**src/rtl/aha_reset_requester.sv**
```systemverilog
// Initiator side of the four-phase reset REQ/ACK handshake.
// One independent channel FSM per peripheral, with an ACK synchroniser, a timeout and a sticky error flag.
module aha_reset_requester_ch #(
    parameter int TIMEOUT_CYCLES = 64,
    parameter int CNT_W          = 8
) (
    input  logic clk,
    input  logic reset,
    input  logic start,
    input  logic ack,
    input  logic err_clr,
    output logic req,
    output logic busy,
    output logic done,
    output logic err,
    output logic err_nxt
);
    typedef enum logic [1:0] {IDLE, REQ_HI, REQ_LO} state_t;

    localparam bit              TO_EN   = (TIMEOUT_CYCLES != 0);
    localparam logic [CNT_W-1:0] TO_LAST = (TIMEOUT_CYCLES == 0) ? '0 : CNT_W'(TIMEOUT_CYCLES - 1);

    state_t           state;
    logic [1:0]       ack_pipe;
    logic [CNT_W-1:0] cnt;
    logic             ack_s;
    logic             timeout_hit;
    logic             err_set;

    assign ack_s       = ack_pipe[1];
    assign timeout_hit = TO_EN && (cnt == TO_LAST);

    // Stale ACK on a request, or a phase that ran out of time, raises the error.
    always_comb begin
        err_set = 1'b0;
        case (state)
            IDLE:    err_set = start && ack_s;
            REQ_HI:  err_set = !ack_s && timeout_hit;
            REQ_LO:  err_set = ack_s && timeout_hit;
            default: err_set = 1'b0;
        endcase
    end

    // Set wins over clear in the same cycle.
    assign err_nxt = err_set | (err & ~err_clr);

    always_ff @(posedge clk) begin
        if (reset) begin
            state    <= IDLE;
            ack_pipe <= '0;
            cnt      <= '0;
            req      <= 1'b0;
            busy     <= 1'b0;
            done     <= 1'b0;
            err      <= 1'b0;
        end else begin
            ack_pipe <= {ack_pipe[0], ack};
            err      <= err_nxt;
            done     <= 1'b0;
            if (cnt != '1)
                cnt <= cnt + 1'b1;
            case (state)
                IDLE: begin
                    cnt <= '0;
                    if (start && !ack_s) begin
                        state <= REQ_HI;
                        req   <= 1'b1;
                        busy  <= 1'b1;
                    end
                end
                REQ_HI: begin
                    if (ack_s || timeout_hit) begin
                        state <= REQ_LO;
                        req   <= 1'b0;
                        cnt   <= '0;
                    end
                end
                REQ_LO: begin
                    if (!ack_s || timeout_hit) begin
                        state <= IDLE;
                        busy  <= 1'b0;
                        done  <= 1'b1;
                        cnt   <= '0;
                    end
                end
                default: begin
                    state <= IDLE;
                    req   <= 1'b0;
                    busy  <= 1'b0;
                end
            endcase
        end
    end
endmodule

module aha_reset_requester #(
    parameter int NUM_CH         = 4,
    parameter int TIMEOUT_CYCLES = 64,
    parameter int CNT_W          = 8
) (
    input  logic              CLK,
    input  logic              RESET,
    input  logic [NUM_CH-1:0] START,
    output logic [NUM_CH-1:0] REQ,
    input  logic [NUM_CH-1:0] ACK,
    output logic [NUM_CH-1:0] BUSY,
    output logic [NUM_CH-1:0] DONE,
    output logic [NUM_CH-1:0] ERR,
    input  logic [NUM_CH-1:0] ERR_CLR,
    output logic              IRQ
);
    logic [NUM_CH-1:0] err_nxt;

    for (genvar g = 0; g < NUM_CH; g++) begin : g_ch
        aha_reset_requester_ch #(
            .TIMEOUT_CYCLES (TIMEOUT_CYCLES),
            .CNT_W          (CNT_W)
        ) u_ch (
            .clk     (CLK),
            .reset   (RESET),
            .start   (START[g]),
            .ack     (ACK[g]),
            .err_clr (ERR_CLR[g]),
            .req     (REQ[g]),
            .busy    (BUSY[g]),
            .done    (DONE[g]),
            .err     (ERR[g]),
            .err_nxt (err_nxt[g])
        );
    end

    // Registered from next-state ERR so IRQ lines up with ERR.
    always_ff @(posedge CLK) begin
        if (RESET)
            IRQ <= 1'b0;
        else
            IRQ <= |err_nxt;
    end
endmodule

```
**config.mk**
```make
export PLATFORM = sky130hd
export DESIGN_NAME = aha_reset_requester
export DESIGN_NICKNAME = d
export VERILOG_FILES = /design/src/rtl/aha_reset_requester.sv
export SDC_FILE = /design/constraint.sdc
export NUM_CORES = 1
export LEC_CHECK = 0
export CAP_MARGIN = 20
export CORE_MARGIN = 10
export CORE_UTILIZATION = 50
export DETAILED_ROUTE_END_ITERATION = 6
export GPL_ROUTABILITY_DRIVEN = 0
export GPL_TIMING_DRIVEN = 0
export PLACE_DENSITY = 0.72
export SYNTH_ARGS = -nofsm -noshare
export SYNTH_HDL_FRONTEND = slang
export SYNTH_SLANG_ARGS = --single-unit
export TNS_END_PERCENT = 30
```
**constraint.sdc**
```tcl
create_clock -name CLK -period 3 [get_ports CLK]
set_clock_uncertainty 0.05 [all_clocks]
set_input_delay 0.9 -clock CLK [delete_from_list [all_inputs] [get_ports CLK]]
set_output_delay 0.9 -clock CLK [all_outputs]
set_load 0.03 [all_outputs]
```
# == Yosys cells after proc, flatten, opt, wreduce, memory -nomap -nowiden ==
# Cells that the tools add are included.
# classes
n_bitwise,20
eq_ne,28
n_mux,60
n_addsub,4
n_reduce_logical,49
# op_table
operator,count
$mux 8,12
$pmux 8 s3,4
$pmux 1 s3,12
$reduce_and 3->1,12
$add 8x1->8 const B,4
$eq 8x6->1 const B,4
$ne 8x8->1 const B,4
$mux 2,12
$ne 2x1->1 const B,12
$pmux 2 s3,4
$logic_and 1x1->1,16
$mux 1,16
$not 1->1,12
$eq 2x1->1 const B,4
$eq 2x2->1 const B,4
$logic_not 2->1,4
$logic_or 1x1->1,8
$reduce_or 2->1,4
$and 1x1->1,4
$logic_not 1->1,4
$or 1x1->1,4
$reduce_or 4->1,1
# word_totals
register_bits,65
out_inout_bits,17

# == Longest topological paths before layout ==
# logic_depth
ltp_word,5
mapped_depth,6
ltp_nobuf,5

# == Modules after synthesis ==
# Synthesis repeated with hierarchy kept, for this count alone.
# hier_totals
cells_unflattened,360
area_unflattened_um2,3160.5
# modules_own_cells
module,area_each_um2,seq_area_each_um2,cells_per_inst,instances
aha_reset_requester_ch (g_ch[0].u_ch ...),779.5,320.3,88,3
aha_reset_requester_ch (g_ch[3].u_ch),792.0,320.3,93,1
aha_reset_requester,30.0,20.0,3,1

# == Least setup slack after synthesis ==
# No wires, ideal clock.
# synth_timing
kind,input -> register
start,input START[2]
end,register IRQ
slack_ps,1143
cell_stages,4
arrival_ps,1667
setup_time_ps,140
path_cell_list,or2_2 -> a31o_2 -> o2bb2ai_1 -> a41oi_1
# synth_via
elab_chain_len,4
# synth_lines
item,line_no,source
from (decl),103,"input logic [NUM_CH-1:0] START,"
$logic_and 1x1->1,37,IDLE: err_set = start && ack_s;
$pmux 1 s3,36,case (state)
$or 1x1->1,45,assign err_nxt = err_set | (err & ~err_clr);
$reduce_or 4->1,137,IRQ <= |err_nxt;
to (signal assigned),137,
to (decl),110,output logic IRQ
# No other way between the ends.
# A chain may end at the register's enable or synchronous reset.

# == Worst setup path in the final report ==
# layout_timing
start,register g_ch[1].u_ch.busy
end,output BUSY[1]
# layout_lines
item,line_no,source
from (decl),13,"output logic busy,"
from (signal assigned),53,busy <= 1'b0;
from (signal assigned),68,busy <= 1'b1;
from (signal assigned),81,busy <= 1'b0;
to (decl),106,"output logic [NUM_CH-1:0] BUSY,"
# No word-level cell between the ends.

==> metrics.csv <==
stage,metric,value,unit
outcome,outcome,completed,
synth,synth_flop_cell,dfxtp_1,
clock_network,clock-sinks,65,
finish,area_growth,19.6,%
pwr,p_int,1480,uW
global_route,grt_pass1_wl,11900,um
synth,syn_area,3180,um^2
pwr,leakage,0.00134,uW
clock_network,clockBufferDepth,2,
synth,yosysWarnings,0,
die,fp-row-count,28,
pwr,clkPwrFrac,43.7,%
finish,layout.nets,425,
setup_path,worst_ep_arrival_time,1.48,ns
pwr,comb_power_share,9.5,%
global_route,grt_use_total,14.4,%
setup_path,critical-path-max-stage-delay,0.66,ns
pwr,power.share.switching,23.7,%
setup_path,ff2ff_setup_slack,0.76,ns
clock_network,cts_buffers,9,
hold_path,hp-class,flop to flop,
die,start_util,52.4,%
timing,rsz0062_at_grt,false,
pwr,vdd_drop_max,0.000343,V
clock_network,clockRootBuffer,clkbuf_8,
setup_path,worst_setup_path_end_kind,output pin,
synth,async_flop_share,0,%
clock_network,clk_latency,0.35,ns
setup_path,critPathBufInv,2,
global_route,first_global_vias,2536,
setup_path,cp-start-kind,flop,
die,io_pins,31,
setup_path,critPathKind,flop to output pin,
global_route,grt_remaining_overflow,0,
synth,syn_nets,384,
timing,min_period,2.43,ns
routing,ant_nets,0,
finish,drive_above_1_share,10.9,%
die,fp.coreArea,6060,um^2
die,die_w,99.7,um
timing,hold_violations,0,
timing,timing.final.crit_share,81.1,%
clock_network,post_cts_resized,0,
flow_run,cap_violations,0,
setup_path,crit_required,2.05,ns
finish,multi_input_area,1640,um^2
pwr,p_sw,461,uW
pwr,p_seq_share,46.8,%
synth,ys_seq_area_share,41.0,%
setup_path,cp_top_family,buffers and inverters,
timing,worst_pin_slew,0.615,ns
synth,synth_edf_count,0,
finish,stdcell_count,487,
placement,portBuffers,30,
setup_path,cp_slowest_cell,clkdlybuf4s50_1,
pwr,power_density,512,nW/um^2
timing,max_freq,0.411,GHz
synth,avgSynthCellArea,8.68,um^2
finish,ff_latch_area,1300,um^2
clock_network,postCtsSetupRepairBufs,0,
finish,nFillCells,532,
setup_path,crit_chain,buf_4 -> clkdlybuf4s50_1,
clock_network,htreeDepth,3,
global_route,grt_max_degree,12,
synth,ys_ff_latch,65,
setup_path,cp_max_fo,3,
routing,num_vias,2828,
timing,slew_headroom,58.7,%
routing,firstDrtPassIters,4,
clock_network,cts-hold-fix-buffers,0,
routing,routed_via_density,5.81,
routing,routed_wl,7060,um
routing,drt_iter0_markers,86,
timing,tns,0,ns
placement,dpl.cell_count,471,
timing,drv_slew,0,
synth,synthCells,366,
die,die_area,9940,um^2
timing,setup_violations,0,
synth,yosysUniqueCellTypes,56,
finish,n_antenna_cell,0,
global_route,grt_antenna_before_repair,0,
routing,drc,0,
placement,hpwl,4890,um
routing,wl_per_cell,14.5,um
die,die_h,99.7,um
clock_network,path_clk_slew,0.07,ns
clock_network,cts_tree,done,
[metal layers]
metal	up-vias	track usage, %	wire length (um)
met5	-	0	0
met4	0	6.06	98
met3	10	5.26	441
met2	71	20.3	3080
met1	1315	19.2	3440
li1	1432	-	-
[power by group through the flow]
| stage | clock network [uW] | registers, uW | logic, uW |
|---|---|---|---|
| finish | 850 | 910 | 185 |
| detailed placement | 0 | 929 | 185 |
| global placement | 0 | 928 | 183 |
| global route | 901 | 913 | 203 |
| CTS | 867 | 909 | 187 |
| floorplan | 0 | 925 | 121 |
[final timing paths]
path,from,endpoint,cells after the start
setup / recovery,g_ch[1].u_ch.busy$_SDFFE_PP0P_,BUSY[1],2
hold / removal,g_ch[1].u_ch.ack_pipe[0]$_SDFF_PP0_,g_ch[1].u_ch.ack_pipe[1]$_SDFF_PP0_,1
setup reg to reg,g_ch[2].u_ch.cnt[0]$_SDFF_PP0_,g_ch[2].u_ch.cnt[0]$_SDFF_PP0_,6
hold reg to reg,g_ch[1].u_ch.ack_pipe[0]$_SDFF_PP0_,g_ch[1].u_ch.ack_pipe[1]$_SDFF_PP0_,1
[registers in the layout, summed over array words and instances, names as in the netlist]
register,flops
g_ch.u_ch.busy,4
g_ch.u_ch.cnt,32
g_ch.u_ch.req,4
g_ch.u_ch.done,4
g_ch.u_ch.state,8
g_ch.u_ch.ack_pipe,8
g_ch.u_ch.err,4
IRQ,1
[area by class of cell]
class	count	area share [%]
plain buffers	31	4.71
clock buffers	11	3.98
well taps	75	2.47
inverters	16	1.58
clock inverters	5	2.04
flip-flops and latches	65	34.2
repair buffers	30	7.90
multi-input cells	254	43.1
[cell families after synthesis]
group	count (synthesis)	share of synthesized area [%]
AND/OR/NAND/NOR	126	22.3
multiplexers	7	2.21
flip-flops	65	41.0
buffers and inverters	47	7.52
adder cells (fa/ha/maj)	4	1.58
XOR/XNOR	9	2.48
AO/OA/AOI/OAI	108	22.9
[through the flow]
stage	util [%]	total power, uW	cell area (um^2)	setup WS [ns]	hold WS (ns)
after global placement	58.9	1110	3570	0.252	0.369
after global routing	62.7	2020	3800	0.462	0.393
after floorplan	-	1050	3180	1.14	0.364
after CTS	62.7	1960	3800	0.538	0.381
after detailed placement	58.9	1110	3570	0.212	0.374
final	62.7	1940	3800	0.566	0.379
[placed cells by master (no fill, tap or decap), types with 4 or more instances in the layout]
cell type	netlist	layout
ha_1	4	4
clkbuf_8	0	11
nor4_1	7	7
xor2_1	6	6
nor2_1	18	18
a211o_1	4	4
nand3_1	18	18
a21oi_1	23	23
nand2_1	22	22
clkdlybuf4s50_1	0	30
a211oi_1	18	18
nor2b_1	16	16
inv_1	16	16
a2111oi_0	4	4
nand4_1	7	7
nor3b_1	4	4
dfxtp_1	65	65
nor3_1	5	5
and3_1	5	5
mux2i_1	7	7
or3_1	5	5
clkbuf_1	11	11
a31oi_1	10	10
o21ai_0	18	18
buf_4	16	16
a221oi_1	6	6
[synth_stat cells (all sizes together), types with 2 or more instances]
| cell | n | area (um^2) |
|---|---|---|
| and4bb | 2 | 25.0 |
| nor3b | 4 | 30.0 |
| nand2 | 22 | 82.6 |
| and2 | 3 | 18.8 |
| xor2 | 6 | 52.6 |
| nand3 | 19 | 108 |
| a211oi | 18 | 135 |
| dfxtp | 65 | 1300 |
| nor2b | 16 | 100 |
| a41oi | 2 | 17.5 |
| a21oi | 24 | 124 |
| a22o | 2 | 18.8 |
| a21boi | 3 | 22.5 |
| ha | 4 | 50.1 |
| nor2 | 18 | 67.6 |
| nand4 | 7 | 43.8 |
| o21ai | 21 | 105 |
| o211ai | 2 | 15.0 |
| buf | 20 | 138 |
| a211o | 4 | 35.0 |
| and3 | 6 | 38.8 |
| or2 | 2 | 12.5 |
| clkbuf | 11 | 41.3 |
| inv | 16 | 60.1 |
| a2111oi | 4 | 35.0 |
| nor3 | 6 | 35.0 |
| a21o | 3 | 22.5 |
| a31oi | 10 | 62.6 |
| and4 | 3 | 26.3 |
| a221oi | 6 | 52.6 |
| xnor2 | 3 | 26.3 |
| or3 | 5 | 31.3 |
| mux2i | 7 | 70.1 |
| nand2b | 2 | 12.5 |
| nor4 | 7 | 43.8 |
No activity file was read; power rests on OpenSTA's default activity.
